$ cat src/rtl/cam_pkg.sv
// Shared timing defaults, FSM encoding and RGB444 byte-packing helpers for the
// camera pattern transmitter.
package cam_pkg;

    localparam int DEF_H_ACTIVE = 640;
    localparam int DEF_H_TOTAL  = 1568;
    localparam int DEF_V_SYNC   = 3;
    localparam int DEF_V_BACK   = 17;
    localparam int DEF_V_ACTIVE = 480;
    localparam int DEF_V_FRONT  = 10;
    localparam int DEF_AW       = 19;

    localparam int PIX_W  = 12;
    localparam int BYTE_W = 8;
    localparam int R_LSB  = 8;
    localparam int G_LSB  = 4;
    localparam int B_LSB  = 0;

    typedef enum logic [2:0] {
        ST_IDLE   = 3'd0,
        ST_VSYNC  = 3'd1,
        ST_VBACK  = 3'd2,
        ST_ACTIVE = 3'd3,
        ST_VFRONT = 3'd4
    } cam_state_t;

    // Even byte carries red in the low nibble, odd byte carries {G,B}.
    function automatic logic [BYTE_W-1:0] pack_byte(input logic [PIX_W-1:0] pix,
                                                    input logic odd);
        logic [BYTE_W-1:0] b;
        if (odd)
            b = {pix[G_LSB+3:G_LSB], pix[B_LSB+3:B_LSB]};
        else
            b = {4'b0000, pix[R_LSB+3:R_LSB]};
        return b;
    endfunction

    function automatic int max4(input int a, input int b, input int c, input int d);
        int m;
        m = a;
        if (b > m) m = b;
        if (c > m) m = c;
        if (d > m) m = d;
        return m;
    endfunction

endpackage

$ cat src/rtl/cam_line_timer.sv
// Horizontal/vertical position counters for the pattern transmitter; flags the
// last cycle of a line, the last line of the current block and the href window.
module cam_line_timer #(
    parameter int H_ACTIVE = 640,
    parameter int H_TOTAL  = 1568,
    parameter int HW       = 11,
    parameter int VW       = 9
) (
    input  logic          i_pclk,
    input  logic          i_rst,
    input  logic          i_clear,
    input  logic          i_run,
    input  logic [VW-1:0] i_v_lines,
    output logic [HW-1:0] h_cnt,
    output logic          line_end,
    output logic          block_end,
    output logic          href_window
);

    logic [VW-1:0] v_cnt;

    assign line_end    = i_run && (h_cnt == HW'(H_TOTAL - 1));
    assign block_end   = line_end && (v_cnt == i_v_lines - VW'(1));
    assign href_window = (h_cnt < HW'(2 * H_ACTIVE));

    // v_cnt counts lines inside the current vertical block and restarts per block.
    always_ff @(posedge i_pclk or posedge i_rst) begin
        if (i_rst) begin
            h_cnt <= '0;
            v_cnt <= '0;
        end else if (i_clear) begin
            h_cnt <= '0;
            v_cnt <= '0;
        end else if (i_run) begin
            if (line_end) begin
                h_cnt <= '0;
                if (block_end)
                    v_cnt <= '0;
                else
                    v_cnt <= v_cnt + VW'(1);
            end else begin
                h_cnt <= h_cnt + HW'(1);
            end
        end
    end

endmodule

$ cat src/rtl/cam_pattern_tx.sv
// Camera emulator: replays an RGB444 frame buffer as an OV7670-style DVP stream
// (vsync/href/8-bit data, two bytes per pixel).
module cam_pattern_tx
    import cam_pkg::*;
#(
    parameter int H_ACTIVE = DEF_H_ACTIVE,
    parameter int H_TOTAL  = DEF_H_TOTAL,
    parameter int V_SYNC   = DEF_V_SYNC,
    parameter int V_BACK   = DEF_V_BACK,
    parameter int V_ACTIVE = DEF_V_ACTIVE,
    parameter int V_FRONT  = DEF_V_FRONT,
    parameter int AW       = DEF_AW
) (
    input  logic          i_pclk,
    input  logic          i_rst,
    input  logic          i_enable,
    output logic [AW-1:0] o_rd_addr,
    input  logic [11:0]   i_pix_data,
    output logic          o_vsync,
    output logic          o_href,
    output logic [7:0]    o_D,
    output logic          o_frame_done,
    output logic          o_busy
);

    localparam int HW = $clog2(H_TOTAL);
    localparam int VW = $clog2(max4(V_SYNC, V_BACK, V_ACTIVE, V_FRONT) + 1);
    localparam logic [AW-1:0] LAST_ADDR = AW'(H_ACTIVE * V_ACTIVE - 1);

    cam_state_t    state;
    cam_state_t    state_nxt;
    logic          start;
    logic          run;
    logic [VW-1:0] v_lines;
    logic [HW-1:0] h_cnt;
    logic          line_end;
    logic          block_end;
    logic          href_window;
    logic          frame_end;
    logic          load_inline;
    logic          load_line;
    logic          load;
    logic          active_byte;
    logic [AW-1:0] rd_addr;
    logic [11:0]   pix_reg;

    assign run = (state != ST_IDLE);

    cam_line_timer #(
        .H_ACTIVE (H_ACTIVE),
        .H_TOTAL  (H_TOTAL),
        .HW       (HW),
        .VW       (VW)
    ) u_timer (
        .i_pclk      (i_pclk),
        .i_rst       (i_rst),
        .i_clear     (start),
        .i_run       (run),
        .i_v_lines   (v_lines),
        .h_cnt       (h_cnt),
        .line_end    (line_end),
        .block_end   (block_end),
        .href_window (href_window)
    );

    always_comb begin
        v_lines = VW'(1);
        case (state)
            ST_VSYNC:  v_lines = VW'(V_SYNC);
            ST_VBACK:  v_lines = VW'(V_BACK);
            ST_ACTIVE: v_lines = VW'(V_ACTIVE);
            ST_VFRONT: v_lines = VW'(V_FRONT);
            default:   v_lines = VW'(1);
        endcase
    end

    always_ff @(posedge i_pclk or posedge i_rst) begin
        if (i_rst)
            state <= ST_IDLE;
        else
            state <= state_nxt;
    end

    // i_enable only matters in IDLE and on the final VFRONT cycle, so frames never truncate.
    always_comb begin
        state_nxt = state;
        start     = 1'b0;
        case (state)
            ST_IDLE: begin
                if (i_enable) begin
                    state_nxt = ST_VSYNC;
                    start     = 1'b1;
                end
            end
            ST_VSYNC:  if (block_end) state_nxt = ST_VBACK;
            ST_VBACK:  if (block_end) state_nxt = ST_ACTIVE;
            ST_ACTIVE: if (block_end) state_nxt = ST_VFRONT;
            ST_VFRONT: begin
                if (block_end) begin
                    if (i_enable) begin
                        state_nxt = ST_VSYNC;
                        start     = 1'b1;
                    end else begin
                        state_nxt = ST_IDLE;
                    end
                end
            end
            default: state_nxt = ST_IDLE;
        endcase
    end

    assign frame_end = (state == ST_VFRONT) && block_end;

    // Pixel j+1 is latched on the odd byte of pixel j; a line's first pixel on the
    // last blanking cycle of the line before it.
    assign load_inline = (state == ST_ACTIVE) && h_cnt[0] &&
                         (h_cnt < HW'(2 * H_ACTIVE - 2));
    assign load_line   = line_end &&
                         (((state == ST_VBACK) && block_end) ||
                          ((state == ST_ACTIVE) && !block_end));
    assign load        = load_inline || load_line;

    // The address always points at the next pixel to latch and parks on the last one.
    always_ff @(posedge i_pclk or posedge i_rst) begin
        if (i_rst) begin
            rd_addr <= '0;
            pix_reg <= '0;
        end else begin
            if (start)
                rd_addr <= '0;
            else if (load && (rd_addr != LAST_ADDR))
                rd_addr <= rd_addr + AW'(1);
            if (load)
                pix_reg <= i_pix_data;
        end
    end

    assign o_rd_addr   = rd_addr;
    assign active_byte = (state == ST_ACTIVE) && href_window;

    always_ff @(posedge i_pclk or posedge i_rst) begin
        if (i_rst) begin
            o_vsync      <= 1'b0;
            o_href       <= 1'b0;
            o_D          <= '0;
            o_frame_done <= 1'b0;
            o_busy       <= 1'b0;
        end else begin
            o_vsync      <= (state == ST_VSYNC);
            o_href       <= active_byte;
            o_D          <= active_byte ? pack_byte(pix_reg, h_cnt[0]) : 8'h00;
            o_frame_done <= frame_end;
            o_busy       <= run;
        end
    end

endmodule

$ cat config.mk
export PLATFORM = sky130hd
export DESIGN_NAME = cam_pattern_tx
export DESIGN_NICKNAME = d
export VERILOG_FILES = /design/src/rtl/cam_pkg.sv /design/src/rtl/cam_line_timer.sv /design/src/rtl/cam_pattern_tx.sv
export SDC_FILE = /design/constraint.sdc
export NUM_CORES = 1
export LEC_CHECK = 0
export BUFFER_PORTS_ARGS = -buffer_cell sky130_fd_sc_hd__buf_2
export CAP_MARGIN = 20
export CORE_ASPECT_RATIO = 0.75
export CORE_MARGIN = 2
export CORE_UTILIZATION = 57
export CTS_CLUSTER_SIZE = 16
export DETAILED_ROUTE_END_ITERATION = 7
export PLACE_DENSITY = 0.78
export SETUP_SLACK_MARGIN = 0.2
export SLEW_MARGIN = 40
export SYNTH_ARGS = -nofsm -noshare
export SYNTH_HDL_FRONTEND = slang
export SYNTH_SLANG_ARGS = --single-unit
$ cat constraint.sdc
create_clock -name i_pclk -period 5.52 [get_ports i_pclk]
set_input_delay 1.104 -clock i_pclk [delete_from_list [all_inputs] [get_ports i_pclk]]
set_output_delay 1.104 -clock i_pclk [all_outputs]
set_load 0.1 [all_outputs]
======== Word-level counts from Yosys, hierarchy flattened ========
Cells that the tools add are included.
operators by class
  equal/unequal tests ..................... 12
  $lt $le $gt $ge ......................... 2
  mux-type cells .......................... 22
  reductions and logical operators ........ 20
  add/subtract/negate cells ............... 4
operators by type and width
  operator                                                            count
  19-bit two-way mux                                                  2
  9-bit two-way mux                                                   4
  9-bit case mux with 4 select lines                                  1
  11-bit two-way mux                                                  3
  11-bit < comparator, second input constant                          2
  19-bit by 1-bit adder with 19-bit output, second input constant     1
  19-bit != test, second input constant                               1
  8-bit two-way mux                                                   2
  3-bit two-way mux                                                   5
  3-bit case mux with 5 select lines                                  1
  11-bit by 1-bit adder with 11-bit output, second input constant     1
  11-bit == test, second input constant                               1
  1-bit logical AND                                                   10
  2-bit != test, second input constant                                5
  9-bit by 1-bit adder with 9-bit output, second input constant       1
  9-bit == test                                                       1
  9-bit by 1-bit subtractor with 9-bit output, second input constant  1
  3-bit by 2-bit == test with 1-bit output, second input constant     2
  2-bit nonzero test                                                  3
  5-bit AND reduction                                                 1
  3-bit by 1-bit == test with 1-bit output, second input constant     1
  3-bit == test, second input constant                                1
  3-bit logical NOT                                                   1
  1-bit two-way mux                                                   3
  5 further kinds                                                     6
storage, ports and cells
  input port bits ......................... 15
  output and inout port bits .............. 31
  register bits ........................... 66

======== Depth between registers and ports, before layout ========
  depth in word-level cells ............... 13
  mapped depth ............................ 15
  mapped depth without buffers ............ 12

======== Hierarchy ========
Synthesis repeated with hierarchy kept, for this count alone.
unflattened totals
  cell total of the unflattened synthesis .. 386
  area total of the unflattened synthesis .. 3,678.5 µm²
by module, submodules not included
  module          instances  area an instance (µm²)  cells an instance
  cam_pattern_tx  1          2,265.9                 238
  cam_line_timer  1          1,412.6                 148

======== Least setup slack after synthesis ========
OpenSTA, ideal clock, no wires.
  path kind ............................... reg-to-reg
  start point ............................. register state[0]
  end point ............................... register rd_addr[13], in the netlist o_rd_addr[13]
  cell stages (with the launch flop) ...... 15
  arrival time ............................ 3,933 ps
  setup slack ............................. 1,462 ps
  period minus slack after synthesis ...... 4,058 ps
  path through ............................ dfrtp_1 > clkbuf_1 > clkbuf_1 > nor3b_1 > a21oi_1 > ha_1 > ha_1 > xnor2_1 > nor4_1 > o21ai_1 > nor4b_4 > mux2i_1 > nor2_4 > nand4_1 > mux2_2
on the way
  cells in the longest elaborated chain, start to end .. 12
ends and longest elaborated chain
  item                                         line                                        text
  start, declared                              cam_pattern_tx.sv:30                        cam_state_t state;
  start signal, assigned                       cam_pattern_tx.sv:81                        state <= state_nxt;
  3-bit == test (tied with other cells)        cam_pattern_tx.sv:68, cam_pattern_tx.sv:88
  9-bit case mux with 4 select lines           cam_pattern_tx.sv:68                        case (state)
  9-bit by 1-bit subtractor with 9-bit output  cam_line_timer.sv:23                        assign block_end = line_end && (v_cnt == i_v_lines - VW'(1));
  9-bit == test                                cam_line_timer.sv:23
  1-bit logical AND                            cam_line_timer.sv:23
  1-bit logical NOT                            cam_pattern_tx.sv:120                       ((state == ST_ACTIVE) && !block_end));
  1-bit logical AND                            cam_pattern_tx.sv:120
  1-bit logical OR                             cam_pattern_tx.sv:119                       (((state == ST_VBACK) && block_end) ||
  1-bit logical AND                            cam_pattern_tx.sv:118                       assign load_line = line_end &&
  1-bit logical OR                             cam_pattern_tx.sv:121                       assign load = load_inline || load_line;
  1-bit logical AND                            cam_pattern_tx.sv:131                       else if (load && (rd_addr != LAST_ADDR))
  2-bit nonzero test (no line)                 n/a
  end signal, assigned                         cam_pattern_tx.sv:132                       rd_addr <= rd_addr + AW'(1);
  end, declared                                cam_pattern_tx.sv:44                        logic [AW-1:0] rd_addr;
Parallel ways exist; a longest one is shown, timed or not.
A chain may end at the register's enable or synchronous reset.

======== Final worst setup path ========
  start point ............................. register state[0]
  end point ............................... register rd_addr[12], in the netlist o_rd_addr[12]
Same word-level chain as after synthesis.

==> summary.txt <==
Max-Cap Viols - 0
Slew @ Worst Pin - 0.858 ns
first drt pass iteration count - 4
Cell Rows - 24
Sink Count - 66
# setup viols final - 0
mux cell area share after synthesis - 0.0331
post-cts sizing count - 0
RSZ-0062 raised after global routing - no
Rel. slew slack - 0.423
total core area - 5800 um^2
Hold Path Class - reg2reg
Reg clk slew, reported paths - 0.07 ns
Total GRT Usage - 0.247
ys flop type - dfrtp_1
Mapped Avg Cell Area - 9.39 um^2
simple logic cell fraction of the synthesized area - 0.291
Initial DRC Count - 156
worst setup margin - 1.37 ns
ANT nets after route - 0
setup TNS - 0 ns
min Tclk post-route - 4.15 ns
Startpoint Class - flip-flop
clk_lat worst skew - 0.34 ns
largest family of logic cells by synthesized area - simple AND/OR/NAND/NOR gates
FF-to-FF setup slack - 1.37 ns
initial antenna violation count - 0
I/O pin count - 46
worst slack at placement - 1.37 ns
Fin. Hold Viols - 0
Ys Warns - 0
FF-to-FF path depth - 12
layout cell share with drive strength beyond 1 - 0.182
area leader, netlist - dfrtp_1
first-pass GRT wire length - 12.7 mm
fin crit share - 0.752
post-route DRC violation count - 0
CP Capture Type - flip-flop
synth top area cells - dfrtp_1, nand2_1, xnor2_1
number of synthesized flops with an enable pin - 0
layout net count - 432
FF-to-FF End - o_rd_addr[12]
status - complete, no violations
final hold slack - 0.469 ns
Chip Width - 93.2 um
Critical Path AT - 4.39 ns
I/O Buffers - 45
Async S/R FF share, synth - 1.00
P&R area growth vs syn - 17.6%
die height - 70.9 um
Synth Area in XOR/XNOR - 0.0799
Post-CTS Repair Setup Buffers - 0
vias after detailed routing - 2801
WL final - 7.29 mm
crit path kind - reg2reg
power consumption - 0.00104 W
Final Wtd Congestion - 0.825
fillcell total - 454
CP Max Fanout - 21
adder-cell share of the synthesized area - 0.0184
multi-input logic area - 1670 um^2
share of the synthesized area in the top cell type - 0.486
Die ar. - 6600 um^2
Layout Skew - 0.00662 ns
Starting Density - 0.586
Synth Area in Compound Gates - 0.0700
top cells by count, synth - dfrtp_1, nand2_1, nor2_1
Power Density - 261 nW/um^2
Worst setup endpoint - o_rd_addr[12]
vias in the first global route - 2632
fmax - 0.241 GHz
vias per cell - 5.66
most numerous cell in the Yosys netlist - dfrtp_1
Max H-tree Level - 3
register area - 1650 um^2
leak pwr - 1.78 nW
Mapped Cells - 362
Worst Path Required - 5.76 ns
CTS tree - built
cell area after synthesis - 3400 um^2
Distinct cells, synth - 48
Mapped Nets - 382
register bit total from synthesis - 66
Peak VDD IR - 0.208 mV
RR Startpoint - state[0]
number of flip-flops under the largest register name - 19
per-cell routed wire length - 14.7 um
Post-CTS Hold Buffers - 0
Critical path origin - state[0]
clock buffer count from CTS - 9
pins over their slew limit - 0
worst-case clock buffer depth - 2
Antenna diodes - 0
final core occ - 0.690
pin count of the biggest net entering global routing - 67
sequential share of the synthesized area - 0.486
Root Driver - clkbuf_8
total grt overflow - 0
detailed placement HPWL - 5.09 mm
-- metrics by stage --
stage                     instance area [um^2]  std cells
after CTS                                 3990        495
after global routing                      4000        495
after detailed placement                  3720        479
after floorplan                           3400        362
after global placement                    3720        479
final                                     4000        495
-- cell families (layout without fill, tap and decap cells) --
kind of cell	Yosys count	count (layout)
compound gates	39	39
mux	11	11
buf+inv	19	74
flops	66	66
xor+xnor	31	31
fa+ha+maj	5	5
simple gates	191	191
-- how the worst min path moves through the flow --
| stage | start | depth (start not counted) | to |
|---|---|---|---|
| 6_report | pix_reg[6] | 2 | pix_reg[6] |
| 3_3_place_gp | pix_reg[4] | 2 | pix_reg[4] |
| 3_5_place_dp | pix_reg[6] | 2 | pix_reg[6] |
| 5_1_grt | pix_reg[7] | 2 | pix_reg[7] |
| 2_1_floorplan | pix_reg[4] | 2 | pix_reg[4] |
| 4_1_cts | pix_reg[6] | 2 | pix_reg[6] |
-- routing by layer --
layer	vias up	GRT usage	wire, um	part of all wire
li1	1378	-	-	-
met1	1345	0.357	3460	0.47
met2	70	0.366	3330	0.46
met3	8	0.0618	413	0.057
met4	0	0.0866	84	0.012
met5	-	0	0	0
-- cell usage in the layout, fill, tap and decap left out, types with 2 or more instances in the layout --
| master | netlist | layout |
|---|---|---|
| dfrtp_1 | 66 | 66 |
| nand2_1 | 57 | 57 |
| buf_2 | 2 | 45 |
| nor2_1 | 37 | 37 |
| nand3_1 | 21 | 21 |
| xnor2_1 | 18 | 18 |
| nand4_1 | 14 | 14 |
| xor2_1 | 13 | 13 |
| a21oi_1 | 11 | 11 |
| o21ai_0 | 11 | 11 |
| clkbuf_8 | 0 | 10 |
| nor4_1 | 9 | 9 |
| nor3_1 | 9 | 9 |
| mux2i_1 | 9 | 9 |
| and3_1 | 7 | 7 |
| inv_1 | 7 | 6 |
| nand2b_1 | 5 | 5 |
| or3_1 | 5 | 5 |
| ha_1 | 5 | 5 |
| buf_4 | 0 | 5 |
| nor2b_1 | 4 | 4 |
| nor4b_1 | 4 | 4 |
| bufinv_16 | 0 | 4 |
| and2_1 | 3 | 3 |
| nor3b_1 | 3 | 3 |
| nand3b_1 | 2 | 2 |
| a21boi_0 | 2 | 2 |
| o21ai_1 | 2 | 2 |
| or4_1 | 2 | 2 |
| nand4b_1 | 2 | 2 |
| a31oi_1 | 2 | 2 |
| o21a_1 | 2 | 2 |
| mux2_2 | 2 | 2 |
| clkinv_4 | 0 | 2 |
-- area by class of cell --
class / count / area share
multi-input cells: 277 / 0.418
flip-flops and latches: 66 / 0.413
well taps: 78 / 0.0244
repair buffers: 51 / 0.0685
inverters: 7 / 0.00657
clock buffers: 10 / 0.0344
clock inverters: 6 / 0.0344
-- report_power, final --
| part | internal, W | switching [W] | total (W) |
|---|---|---|---|
| combinational | 0.00000443 | 0.0000107 | 0.0000152 |
| clock | 0.000359 | 0.000184 | 0.000544 |
| sequential | 0.000483 | 0 | 0.000483 |
-- worst max-delay path, stage by stage, from the launching register on --
cell	delay [ns]
dfrtp_1	0.61
or3b_2	0.60
nand2_1	0.13
ha_1	0.26
ha_1	0.28
xnor2_1	0.13
nor4_1	0.23
o21ai_1	0.14
nor4b_4	0.55
nand2b_1	0.11
a21oi_1	0.51
buf_4	0.30
o21ba_2	0.18
(Power assumes the default switching activity.)
